### src/rtl/id_operand_stage_pkg.sv
// Shared definitions for the decode/operand stage and the execute stage.
//   XLEN     : operand / PC width
//   CTRL_W   : width of the opaque decoded-control bundle
//   REG_W    : register-index width
//   REG_ZERO : index of the hard-wired zero register
//   id_ex_t  : contents of the ID/EX pipeline register
//   reg_match: true when a source index is nonzero and equals a destination
package id_operand_stage_pkg;

   localparam int XLEN   = 32;
   localparam int CTRL_W = 16;
   localparam int REG_W  = 5;

   localparam logic [REG_W-1:0] REG_ZERO = '0;

   typedef struct packed {
      logic [XLEN-1:0]   pc;
      logic [XLEN-1:0]   op1;
      logic [XLEN-1:0]   op2;
      logic [XLEN-1:0]   imm;
      logic [REG_W-1:0]  rd;
      logic              we;
      logic              is_load;
      logic [CTRL_W-1:0] ctrl;
   } id_ex_t;

   // x0 never matches anything: it is neither forwarded nor a hazard source.
   function automatic logic reg_match(input logic [REG_W-1:0] rs,
                                      input logic [REG_W-1:0] rd);
      return (rs != REG_ZERO) && (rs == rd);
   endfunction

endpackage

### src/rtl/id_operand_stage_if.sv
// Upstream decode handshake plus downstream ID/EX handshake.
//   slave  : the operand stage (consumes in_*, produces out_*)
//   master : the surrounding pipeline / testbench
interface id_operand_stage_if;
   import id_operand_stage_pkg::*;

   // decode side
   logic              in_valid;
   logic              in_ready;
   logic [XLEN-1:0]   in_pc;
   logic [REG_W-1:0]  in_rs1;
   logic [REG_W-1:0]  in_rs2;
   logic              in_use_rs1;
   logic              in_use_rs2;
   logic [REG_W-1:0]  in_rd;
   logic              in_we;
   logic              in_is_load;
   logic [XLEN-1:0]   in_imm;
   logic [CTRL_W-1:0] in_ctrl;

   // execute side
   logic              out_valid;
   logic              out_ready;
   logic [XLEN-1:0]   out_pc;
   logic [XLEN-1:0]   out_op1;
   logic [XLEN-1:0]   out_op2;
   logic [XLEN-1:0]   out_imm;
   logic [REG_W-1:0]  out_rd;
   logic              out_we;
   logic              out_is_load;
   logic [CTRL_W-1:0] out_ctrl;

   modport slave (
      input  in_valid, in_pc, in_rs1, in_rs2, in_use_rs1, in_use_rs2,
             in_rd, in_we, in_is_load, in_imm, in_ctrl, out_ready,
      output in_ready, out_valid, out_pc, out_op1, out_op2, out_imm,
             out_rd, out_we, out_is_load, out_ctrl
   );

   modport master (
      output in_valid, in_pc, in_rs1, in_rs2, in_use_rs1, in_use_rs2,
             in_rd, in_we, in_is_load, in_imm, in_ctrl, out_ready,
      input  in_ready, out_valid, out_pc, out_op1, out_op2, out_imm,
             out_rd, out_we, out_is_load, out_ctrl
   );

endinterface

### src/rtl/id_operand_stage_operand_bypass.sv
// Combinational operand mux for one source register.
//   rs       : source index
//   rf_data  : register-file read data for rs
//   mem_*    : MEM-stage producer (loads are not forwarded, data not ready)
//   wb_*     : WB-stage producer (same write that lands in the RF next edge)
//   operand  : selected value, youngest producer first
module id_operand_stage_operand_bypass
   import id_operand_stage_pkg::*;
(
   input  logic [REG_W-1:0] rs,
   input  logic [XLEN-1:0]  rf_data,
   input  logic             mem_valid,
   input  logic             mem_we,
   input  logic             mem_is_load,
   input  logic [REG_W-1:0] mem_wa,
   input  logic [XLEN-1:0]  mem_wd,
   input  logic             wb_we,
   input  logic [REG_W-1:0] wb_wa,
   input  logic [XLEN-1:0]  wb_wd,
   output logic [XLEN-1:0]  operand
);

   always_comb begin
      if (rs == REG_ZERO) begin
         operand = '0;
      end else if (mem_valid && mem_we && !mem_is_load && mem_wa == rs) begin
         operand = mem_wd;
      end else if (wb_we && wb_wa == rs) begin
         operand = wb_wd;
      end else begin
         operand = rf_data;
      end
   end

endmodule

### src/rtl/id_operand_stage.sv
// Decode-to-execute operand stage: reads the RF, bypasses MEM/WB results,
// interlocks on EX producers and MEM loads, and fills the ID/EX register.
//   clk, rstn            : clock, asynchronous active-low reset
//   bus (slave)          : decode handshake in, ID/EX handshake out
//   rf_ra0/rf_ra1        : RF read addresses (straight from rs1/rs2)
//   rf_rd0/rf_rd1        : RF read data
//   mem_*                : MEM-stage instruction info
//   wb_*                 : WB write port (also feeding the RF)
//   flush                : drop the ID/EX instruction and the presented one
//   stall_cnt            : saturating count of cycles the input was stalled
module id_operand_stage
   import id_operand_stage_pkg::*;
#(
   parameter int CNT_W = 32
) (
   input  logic              clk,
   input  logic              rstn,
   id_operand_stage_if.slave bus,
   output logic [REG_W-1:0]  rf_ra0,
   output logic [REG_W-1:0]  rf_ra1,
   input  logic [XLEN-1:0]   rf_rd0,
   input  logic [XLEN-1:0]   rf_rd1,
   input  logic              mem_valid,
   input  logic              mem_we,
   input  logic              mem_is_load,
   input  logic [REG_W-1:0]  mem_wa,
   input  logic [XLEN-1:0]   mem_wd,
   input  logic              wb_we,
   input  logic [REG_W-1:0]  wb_wa,
   input  logic [XLEN-1:0]   wb_wd,
   input  logic              flush,
   output logic [CNT_W-1:0]  stall_cnt
);

   id_ex_t           ex_reg;
   logic             valid_reg;
   logic [CNT_W-1:0] stall_cnt_reg;

   logic [REG_W-1:0] rs_sel  [2];
   logic [XLEN-1:0]  rf_sel  [2];
   logic [XLEN-1:0]  op_sel  [2];
   logic             use_sel [2];
   logic [1:0]       src_hazard;
   logic             hazard;
   logic             hold;
   logic             stall_event;

   assign rf_ra0 = bus.in_rs1;
   assign rf_ra1 = bus.in_rs2;

   assign rs_sel[0]  = bus.in_rs1;
   assign rs_sel[1]  = bus.in_rs2;
   assign rf_sel[0]  = rf_rd0;
   assign rf_sel[1]  = rf_rd1;
   assign use_sel[0] = bus.in_use_rs1;
   assign use_sel[1] = bus.in_use_rs2;

   genvar gi;
   generate
      for (gi = 0; gi < 2; gi++) begin : g_src
         id_operand_stage_operand_bypass u_bypass (
            .rs          (rs_sel[gi]),
            .rf_data     (rf_sel[gi]),
            .mem_valid   (mem_valid),
            .mem_we      (mem_we),
            .mem_is_load (mem_is_load),
            .mem_wa      (mem_wa),
            .mem_wd      (mem_wd),
            .wb_we       (wb_we),
            .wb_wa       (wb_wa),
            .wb_wd       (wb_wd),
            .operand     (op_sel[gi])
         );

         // EX result is not available yet, and a MEM load has no data yet:
         // neither can be bypassed, so the instruction must wait.
         assign src_hazard[gi] = use_sel[gi] &&
            ((valid_reg && ex_reg.we && reg_match(rs_sel[gi], ex_reg.rd)) ||
             (mem_valid && mem_we && mem_is_load && reg_match(rs_sel[gi], mem_wa)));
      end
   endgenerate

   assign hazard      = bus.in_valid && (|src_hazard);
   assign hold        = valid_reg && !bus.out_ready;
   assign bus.in_ready = flush || (!hold && !hazard);
   assign stall_event = bus.in_valid && !bus.in_ready && !flush;

   always_ff @(posedge clk or negedge rstn) begin
      if (!rstn) begin
         valid_reg     <= 1'b0;
         ex_reg        <= '0;
         stall_cnt_reg <= '0;
      end else begin
         if (flush) begin
            valid_reg <= 1'b0;
         end else if (hold) begin
            // Operands captured at acceptance remain correct; do not re-read.
            valid_reg <= valid_reg;
         end else if (hazard) begin
            valid_reg <= 1'b0;
         end else if (bus.in_valid) begin
            valid_reg <= 1'b1;
            ex_reg    <= '{pc:      bus.in_pc,
                           op1:     op_sel[0],
                           op2:     op_sel[1],
                           imm:     bus.in_imm,
                           rd:      bus.in_rd,
                           we:      bus.in_we,
                           is_load: bus.in_is_load,
                           ctrl:    bus.in_ctrl};
         end else begin
            valid_reg <= 1'b0;
         end

         if (stall_event && stall_cnt_reg != '1) begin
            stall_cnt_reg <= stall_cnt_reg + CNT_W'(1);
         end
      end
   end

   assign bus.out_valid   = valid_reg;
   assign bus.out_pc      = ex_reg.pc;
   assign bus.out_op1     = ex_reg.op1;
   assign bus.out_op2     = ex_reg.op2;
   assign bus.out_imm     = ex_reg.imm;
   assign bus.out_rd      = ex_reg.rd;
   assign bus.out_we      = ex_reg.we;
   assign bus.out_is_load = ex_reg.is_load;
   assign bus.out_ctrl    = ex_reg.ctrl;
   assign stall_cnt       = stall_cnt_reg;

endmodule

### src/flat_wrapper.sv
// flat-port wrapper written by rule: the top's interface ports become plain ports
module id_operand_stage_flat import id_operand_stage_pkg::*;
#(
   parameter int CNT_W = 32
)
  (clk, rstn, rf_ra0, rf_ra1, rf_rd0, rf_rd1, mem_valid, mem_we, mem_is_load, mem_wa, mem_wd, wb_we, wb_wa, wb_wd, flush, stall_cnt, bus_in_valid, bus_in_pc, bus_in_rs1, bus_in_rs2, bus_in_use_rs1, bus_in_use_rs2, bus_in_rd, bus_in_we, bus_in_is_load, bus_in_imm, bus_in_ctrl, bus_out_ready, bus_in_ready, bus_out_valid, bus_out_pc, bus_out_op1, bus_out_op2, bus_out_imm, bus_out_rd, bus_out_we, bus_out_is_load, bus_out_ctrl);
  id_operand_stage_if bus_i ();
  input  logic clk;
  input  logic rstn;
  output logic [REG_W-1:0] rf_ra0;
  output logic [REG_W-1:0] rf_ra1;
  input  logic [XLEN-1:0] rf_rd0;
  input  logic [XLEN-1:0] rf_rd1;
  input  logic mem_valid;
  input  logic mem_we;
  input  logic mem_is_load;
  input  logic [REG_W-1:0] mem_wa;
  input  logic [XLEN-1:0] mem_wd;
  input  logic wb_we;
  input  logic [REG_W-1:0] wb_wa;
  input  logic [XLEN-1:0] wb_wd;
  input  logic flush;
  output logic [CNT_W-1:0] stall_cnt;
  input wire logic [$bits(bus_i.in_valid)-1:0] bus_in_valid;
  input wire logic [$bits(bus_i.in_pc)-1:0] bus_in_pc;
  input wire logic [$bits(bus_i.in_rs1)-1:0] bus_in_rs1;
  input wire logic [$bits(bus_i.in_rs2)-1:0] bus_in_rs2;
  input wire logic [$bits(bus_i.in_use_rs1)-1:0] bus_in_use_rs1;
  input wire logic [$bits(bus_i.in_use_rs2)-1:0] bus_in_use_rs2;
  input wire logic [$bits(bus_i.in_rd)-1:0] bus_in_rd;
  input wire logic [$bits(bus_i.in_we)-1:0] bus_in_we;
  input wire logic [$bits(bus_i.in_is_load)-1:0] bus_in_is_load;
  input wire logic [$bits(bus_i.in_imm)-1:0] bus_in_imm;
  input wire logic [$bits(bus_i.in_ctrl)-1:0] bus_in_ctrl;
  input wire logic [$bits(bus_i.out_ready)-1:0] bus_out_ready;
  output wire logic [$bits(bus_i.in_ready)-1:0] bus_in_ready;
  output wire logic [$bits(bus_i.out_valid)-1:0] bus_out_valid;
  output wire logic [$bits(bus_i.out_pc)-1:0] bus_out_pc;
  output wire logic [$bits(bus_i.out_op1)-1:0] bus_out_op1;
  output wire logic [$bits(bus_i.out_op2)-1:0] bus_out_op2;
  output wire logic [$bits(bus_i.out_imm)-1:0] bus_out_imm;
  output wire logic [$bits(bus_i.out_rd)-1:0] bus_out_rd;
  output wire logic [$bits(bus_i.out_we)-1:0] bus_out_we;
  output wire logic [$bits(bus_i.out_is_load)-1:0] bus_out_is_load;
  output wire logic [$bits(bus_i.out_ctrl)-1:0] bus_out_ctrl;
  assign bus_i.in_valid = bus_in_valid;
  assign bus_i.in_pc = bus_in_pc;
  assign bus_i.in_rs1 = bus_in_rs1;
  assign bus_i.in_rs2 = bus_in_rs2;
  assign bus_i.in_use_rs1 = bus_in_use_rs1;
  assign bus_i.in_use_rs2 = bus_in_use_rs2;
  assign bus_i.in_rd = bus_in_rd;
  assign bus_i.in_we = bus_in_we;
  assign bus_i.in_is_load = bus_in_is_load;
  assign bus_i.in_imm = bus_in_imm;
  assign bus_i.in_ctrl = bus_in_ctrl;
  assign bus_i.out_ready = bus_out_ready;
  assign bus_in_ready = bus_i.in_ready;
  assign bus_out_valid = bus_i.out_valid;
  assign bus_out_pc = bus_i.out_pc;
  assign bus_out_op1 = bus_i.out_op1;
  assign bus_out_op2 = bus_i.out_op2;
  assign bus_out_imm = bus_i.out_imm;
  assign bus_out_rd = bus_i.out_rd;
  assign bus_out_we = bus_i.out_we;
  assign bus_out_is_load = bus_i.out_is_load;
  assign bus_out_ctrl = bus_i.out_ctrl;
  id_operand_stage #(.CNT_W(CNT_W)) u_core (.clk(clk), .rstn(rstn), .bus(bus_i), .rf_ra0(rf_ra0), .rf_ra1(rf_ra1), .rf_rd0(rf_rd0), .rf_rd1(rf_rd1), .mem_valid(mem_valid), .mem_we(mem_we), .mem_is_load(mem_is_load), .mem_wa(mem_wa), .mem_wd(mem_wd), .wb_we(wb_we), .wb_wa(wb_wa), .wb_wd(wb_wd), .flush(flush), .stall_cnt(stall_cnt));
endmodule
### config.mk
export PLATFORM = sky130hd
export DESIGN_NAME = id_operand_stage_flat
export DESIGN_NICKNAME = d
export VERILOG_FILES = /design/src/rtl/id_operand_stage_pkg.sv /design/src/rtl/id_operand_stage_if.sv /design/src/rtl/id_operand_stage_operand_bypass.sv /design/src/rtl/id_operand_stage.sv /design/src/flat_wrapper.sv
export SDC_FILE = /design/constraint.sdc
export NUM_CORES = 1
export LEC_CHECK = 0
export ABC_CLOCK_PERIOD_IN_PS = 4400
export BUFFER_PORTS_ARGS = -buffer_cell sky130_fd_sc_hd__buf_4
export CORE_AREA = 2 2 170 172
export CTS_BUF_LIST = sky130_fd_sc_hd__clkbuf_4 sky130_fd_sc_hd__clkbuf_8 sky130_fd_sc_hd__clkbuf_16
export DETAILED_ROUTE_END_ITERATION = 7
export DIE_AREA = 0 0 172 174
export HOLD_SLACK_MARGIN = 0.08
export SLEW_MARGIN = 15
export SYNTH_ARGS = -nofsm -noshare
export SYNTH_HDL_FRONTEND = slang
export SYNTH_SLANG_ARGS = --single-unit
### constraint.sdc
create_clock -name clk -period 4.4 [get_ports clk]
set_clock_uncertainty 0.2 [all_clocks]
set_input_delay 0.44 -clock clk [delete_from_list [all_inputs] [get_ports clk]]
set_output_delay 0.44 -clock clk [all_outputs]
set_load 0.02 [all_outputs]
* Word-level counts from Yosys, hierarchy flattened
Cells that the tools add are included.
Storage, ports and cells: register bits after elaboration 184, input port bits 246
Cells by class: add/sub/neg operators 1, eq/ne operators 10, multiplexer cells 10, bitwise logic cells 3, reduce and logical (&&, ||, !) cells 39
Operators with widths (count):
- 32-bit 2-to-1 mux | 6
- 5-bit == test | 8
- 32-bit by 1-bit adder with 32-bit output (second input constant) | 1
- 32-bit != test (second input constant) | 1
- 1-bit logical AND | 24
- 5-bit logical NOT | 2
- 5-bit nonzero test | 2
- 1-bit logical NOT | 6
- 1-bit 2-to-1 mux | 4
- 4-bit AND reduction | 1
- 1-bit logical OR | 3
- 1-bit inverter | 3
- 2-bit != test (second input constant) | 1
- 2-bit OR reduction | 1

* Logic depth before layout (Yosys ltp)
word-level depth 14, mapped depth 10, gate-level depth less buffers 8

* Hierarchy
Synthesis repeated with hierarchy kept, for this count alone.
Unflattened totals: cell total of the unflattened synthesis 857, area, all modules 10114.7 sq um
Modules (own cells, without submodules):
- id_operand_stage | instances 1, cells each 503, area an instance 7539.7 sq um
- id_operand_stage_operand_bypass | instances 2, cells each 177, area an instance 1287.5 sq um

* Least setup slack after synthesis
OpenSTA, ideal clock, no wires.
path type input to register, start in bus_in_rs1[1], end reg u_core.ex_reg (netlist bit u_core.bus.out_imm[10]), data arrival time 2285 ps, path slack 1788 ps, stages 8, cells stage by stage or4_1 nor2_2 nor4_2 nor3_4 nand4_2 buf_6 buf_4 mux2_1
Between the ends: cells in the longest elaborated chain, start to end 9, elaborated cells between the ends (all ways) 13, classes of those cells 2 x eq/ne; 1 x bitwise; 10 x reduce/logical
RTL lines:
- start: declaration | line flat_wrapper.sv:26 | input wire logic [$bits(bus_i.in_rs1)-1:0] bus_in_rs1;
- 5-bit == test / 5-bit nonzero test (equally long branches) | line id_operand_stage_pkg.sv:30 | return (rs != REG_ZERO) && (rs == rd);
- 1-bit logical AND | line id_operand_stage_pkg.sv:30
- 1-bit logical AND (on tied branches) | line id_operand_stage.sv:78, id_operand_stage.sv:79
- 1-bit logical OR * | line id_operand_stage.sv:78 | ((valid_reg && ex_reg.we && reg_match(rs_sel[gi], ex_reg.rd)) ||
- 1-bit logical AND * | line id_operand_stage.sv:77 | assign src_hazard[gi] = use_sel[gi] &&
- 2-bit OR reduction * | line id_operand_stage.sv:83 | assign hazard = bus.in_valid && (|src_hazard);
- 1-bit logical AND * | line id_operand_stage.sv:83
- 1-bit inverter (no line) *
- 4-bit AND reduction (no line) *
- end signal: assignment | line id_operand_stage.sv:103 | ex_reg <= '{pc: bus.in_pc,
- end: declaration | line id_operand_stage.sv:35 | id_ex_t ex_reg;
Mark *: on every way between the ends. The rest lies on a longest branch, timed or not. A chain may end at the register's enable or synchronous reset.

* Final worst setup path
start reg u_core.ex_reg (netlist bit u_core.bus.out_rd[4]), end reg u_core.ex_reg (netlist bit u_core.bus.out_imm[0])
Between the ends: cells in the longest elaborated chain, start to end 9, elaborated cells between the ends (all ways) 14, classes of those cells 2 x eq/ne; 1 x bitwise; 11 x reduce/logical
RTL lines (line):
- 5-bit == test | id_operand_stage_pkg.sv:30
- 1-bit logical AND | id_operand_stage_pkg.sv:30
- 1-bit logical AND | id_operand_stage.sv:78
- 1-bit logical OR | id_operand_stage.sv:78
- 1-bit logical AND | id_operand_stage.sv:77
- 2-bit OR reduction * | id_operand_stage.sv:83
- 1-bit logical AND * | id_operand_stage.sv:83
- 1-bit inverter (no line) *
- 4-bit AND reduction (no line) *
Marked as above.

==> impl_metrics.csv <==
group,metric,value,unit
timing,achievable-frequency,300,MHz
hold_path,min_to,"u_core.bus.out_valid",
clock_network,cts_num_sinks,184,
synthesis,synth-main-ff-cell,"dfrtp_1",
status,outcome,"completed",
clock_network,clock-root-buffer,"clkbuf_16",
hold_path,hp-start,"bus_in_valid",
power_and_ir_drop,switching_share,31.3,%
floorplan,fp.dieH,174,um
detailed_routing,detailroute.via_count,8403,
power_and_ir_drop,seq_power_share,40.5,%
grt,largest_net_degree_at_the_start_of_global_routing,216,
power_and_ir_drop,power.static_leakage,6.64,nW
floorplan,floorplan.rows,62,
synthesis,syn_area,0.00912,mm2
grt,global_route.usage.total,21.0,%
placed_design,io_buffer_count,440,
hold_path,hp-class,"in -> reg",
detailed_routing,wirelength,32500,um
layout,layout.core_utilization,50.3,%
grt,globalRouteOverflowTotal,0,
grt,grt_antenna_before_repair,0,
worst_setup_path,timing.rr.end,"u_core.bus.out_imm[0]",
clock_network,h-tree-depth,4,
timing,tightestPinTransition,1.22,ns
power_and_ir_drop,cellInternalPower,3.56,mW
synthesis,postSynthNetCount,1091,
layout,final_cell_mix,"buf_4, dfrtp_1, nand2_1",
floorplan,die_x,172,um
floorplan,design.die.area,0.0299,mm2
placed_design,numPlacedInstances,1616,
grt,first_global_vias,8489,
clock_network,ctsResizeCount,0,
worst_setup_path,worst-endpoint-required,4.50,ns
synthesis,synthesis.area_per_instance,10.8,um2
worst_setup_path,critical_path_peak_fanout,215,
worst_setup_path,slowest_delay,0.54,ns
layout,final_common_cell,"buf_4",
clock_network,clk_transition_reported_paths,0.07,ns
synthesis,synth_seq_cells,184,
timing,timing.max_slew.rel_slack,18.5,%
placed_design,detailed_place_hpwl,23300,um
floorplan,design.core.area,0.0282,mm2
power_and_ir_drop,sw_pwr,1.62,mW
layout,area_growth_from_synthesis_to_layout,55.8,%
worst_setup_path,timing.critical_path.slowest_stage_cell,"or4_1",
timing,setup_viol_count_final,0,
placed_design,gp_routability_congestion,0.830,
detailed_routing,drc_errors,0,
power_and_ir_drop,power.density,365,mW/mm2
detailed_routing,firstDrtPassIters,5,
detailed_routing,detail_route.wl_per_cell,18.7,um
layout,number_of_nets_in_the_layout,1587,
hold_path,timing.hold.worst_path_depth,3,
layout,num_antenna_cells,0,
clock_network,tritoncts,"done",
detailed_routing,drt.antenna.violating_nets,0,
worst_setup_path,critPathCaptureType,"flip-flop",
clock_network,insertion_delay,0.43,ns
timing,maxSlewViolCount,0,
detailed_routing,drt-initial-drc-count,468,
power_and_ir_drop,vdd.ir_drop.worst,0.000225,V
synthesis,syn_inst_count,844,
clock_network,numCtsBuffers,17,
layout,final-instance-count-excl-fill,1737,
synthesis,synth-seq-area-share,50.5,%
worst_setup_path,worst_setup_path_category,"reg -> reg",
clock_network,clock_path_buffers,2,
synthesis,ys_types,40,
timing,report.final.hold_viol_count,0,
timing,final_min_period_over_clock_period,75.8,%
timing,grt_setup_unrepaired,"false",
worst_setup_path,timing.reg2reg.setup_slack,1.06,ns
detailed_routing,route.detailed.vias_per_inst,4.84,
synthesis,asyncSetResetFlopFracSynth,100,%
worst_setup_path,critical_path.cell_chain,"xor2_1 > or4_1 > nor4_2 > nor3_4 > nand4_4 > buf_12 > mux2_1",
floorplan,initial_utilization,32.3,%
worst_setup_path,timing.rr.start,"u_core.bus.out_rd[4]",
synthesis,synth_edf_count,0,
run,cap_viol_max_count,0,
power_and_ir_drop,clock_power_share,30.7,%
worst_setup_path,worstSetupStartpointType,"flip-flop",
layout,final_layout_size_suffix_gt1_share,42.0,%
power_and_ir_drop,pwr-share-comb,28.8,%
grt,grt_pass1_wl,48500,um
timing,post-route-min-period,3.34,ns
synthesis,yosys_warnings,0,
worst_setup_path,depth_of_the_worst_register_to_register_path,7,
timing,fin_tns_setup,0,ns
floorplan,top_level_ports,441,
worst_setup_path,worstPathArrival,3.44,ns
worst max-delay path by stage:
stage	startpoint	to	slack [ns]
2_1_floorplan	bus_in_rs1[1]	u_core.bus.out_imm[10]	1.79
3_3_place_gp	bus_in_rs1[1]	u_core.bus.out_imm[1]	1.07
3_5_place_dp	bus_in_rs1[1]	u_core.bus.out_imm[15]	1.02
4_1_cts	u_core.bus.out_rd[4]	u_core.bus.out_imm[22]	1.19
5_1_grt	u_core.bus.out_rd[4]	u_core.bus.out_imm[0]	0.96
6_report	u_core.bus.out_rd[4]	u_core.bus.out_imm[0]	1.06
cells by family (layout without fill, tap and decap cells):
logic type      after synthesis  after routing  share of synthesized area [%]
simple gates                247            247                           12.8
flops                       184            184                           50.5
mux                         152            152                           17.9
compound gates              132            132                           9.08
buf+inv                      68            577                           3.83
xor+xnor                     60             60                           5.76
fa+ha+maj                     1              1                          0.137
per-layer routing:
metal / GRT usage (%) / vias up / share of wire, %
met5: 0 / - / 0
li1: - / 3972 / -
met4: 5.36 / 0 / 1.7
met2: 36.6 / 342 / 50
met1: 25.6 / 4061 / 41
met3: 5.78 / 28 / 7.9
power groups by stage:
stage | Sequential (mW) | Clock [mW] | Combinational [mW]
after floorplan | 2.42 | 0 | 0.374
after global placement | 2.11 | 0 | 1.43
after detailed placement | 2.12 | 0 | 1.44
after CTS | 2.09 | 1.64 | 1.50
after global routing | 2.13 | 1.72 | 1.59
final | 2.10 | 1.59 | 1.49
cells in the mapped netlist (3+ instances only):
cell	n	area, um2
dfrtp_1	184	4600
nand2_1	147	552
mux2_2	71	800
mux2i_1	64	641
o21ai_0	64	320
o31ai_1	64	480
xnor2_1	37	324
clkbuf_1	29	109
buf_2	24	120
nand3_1	24	120
xor2_1	23	201
mux2_1	17	191
nand4_1	16	100
and3_1	14	87.6
buf_4	11	82.6
nor2_1	9	33.8
nor3_1	8	40.0
nor4_1	5	31.3
or4_1	4	30.0
buf_6	3	33.8
nand4b_1	3	26.3
critical path: cells and delay by family, from the launching register on:
family        cells  cell delay [ns]
simple gates      4             1.02
buf+inv           1             0.54
flops             1             0.46
mux               1             0.41
xor+xnor          1             0.17
what timing repair did:
item,CTS,global route
endpoints found under the setup margin,0,0
hold buffers,89,0
endpoints found under the hold margin,195,0
buffers inserted,0,0
final cells by class:
| type | count | area (um2) |
|---|---|---|
| Timing Repair Buffer | 544 | 4330 |
| Fill cell | 2678 | 14000 |
| Inverter | 1 | 3.75 |
| Tap cell | 384 | 480 |
| Clock buffer | 21 | 468 |
| Sequential cell | 184 | 4600 |
| Clock inverter | 11 | 134 |
| Multi-Input combinational cell | 592 | 4190 |
per-stage QoR:
stage               instance area, um2  hold slack [ns]  setup WS (ns)  power, mW
floorplan                         9120          -0.0556           1.79       2.79
global placement                 12700            0.261           1.07       3.54
detailed placement               12700            0.267           1.02       3.56
CTS                              14200           0.0858           1.19       5.24
global route                     14200           0.0933          0.965       5.44
finish                           14200            0.112           1.06       5.18
(Power assumes the default switching activity.)
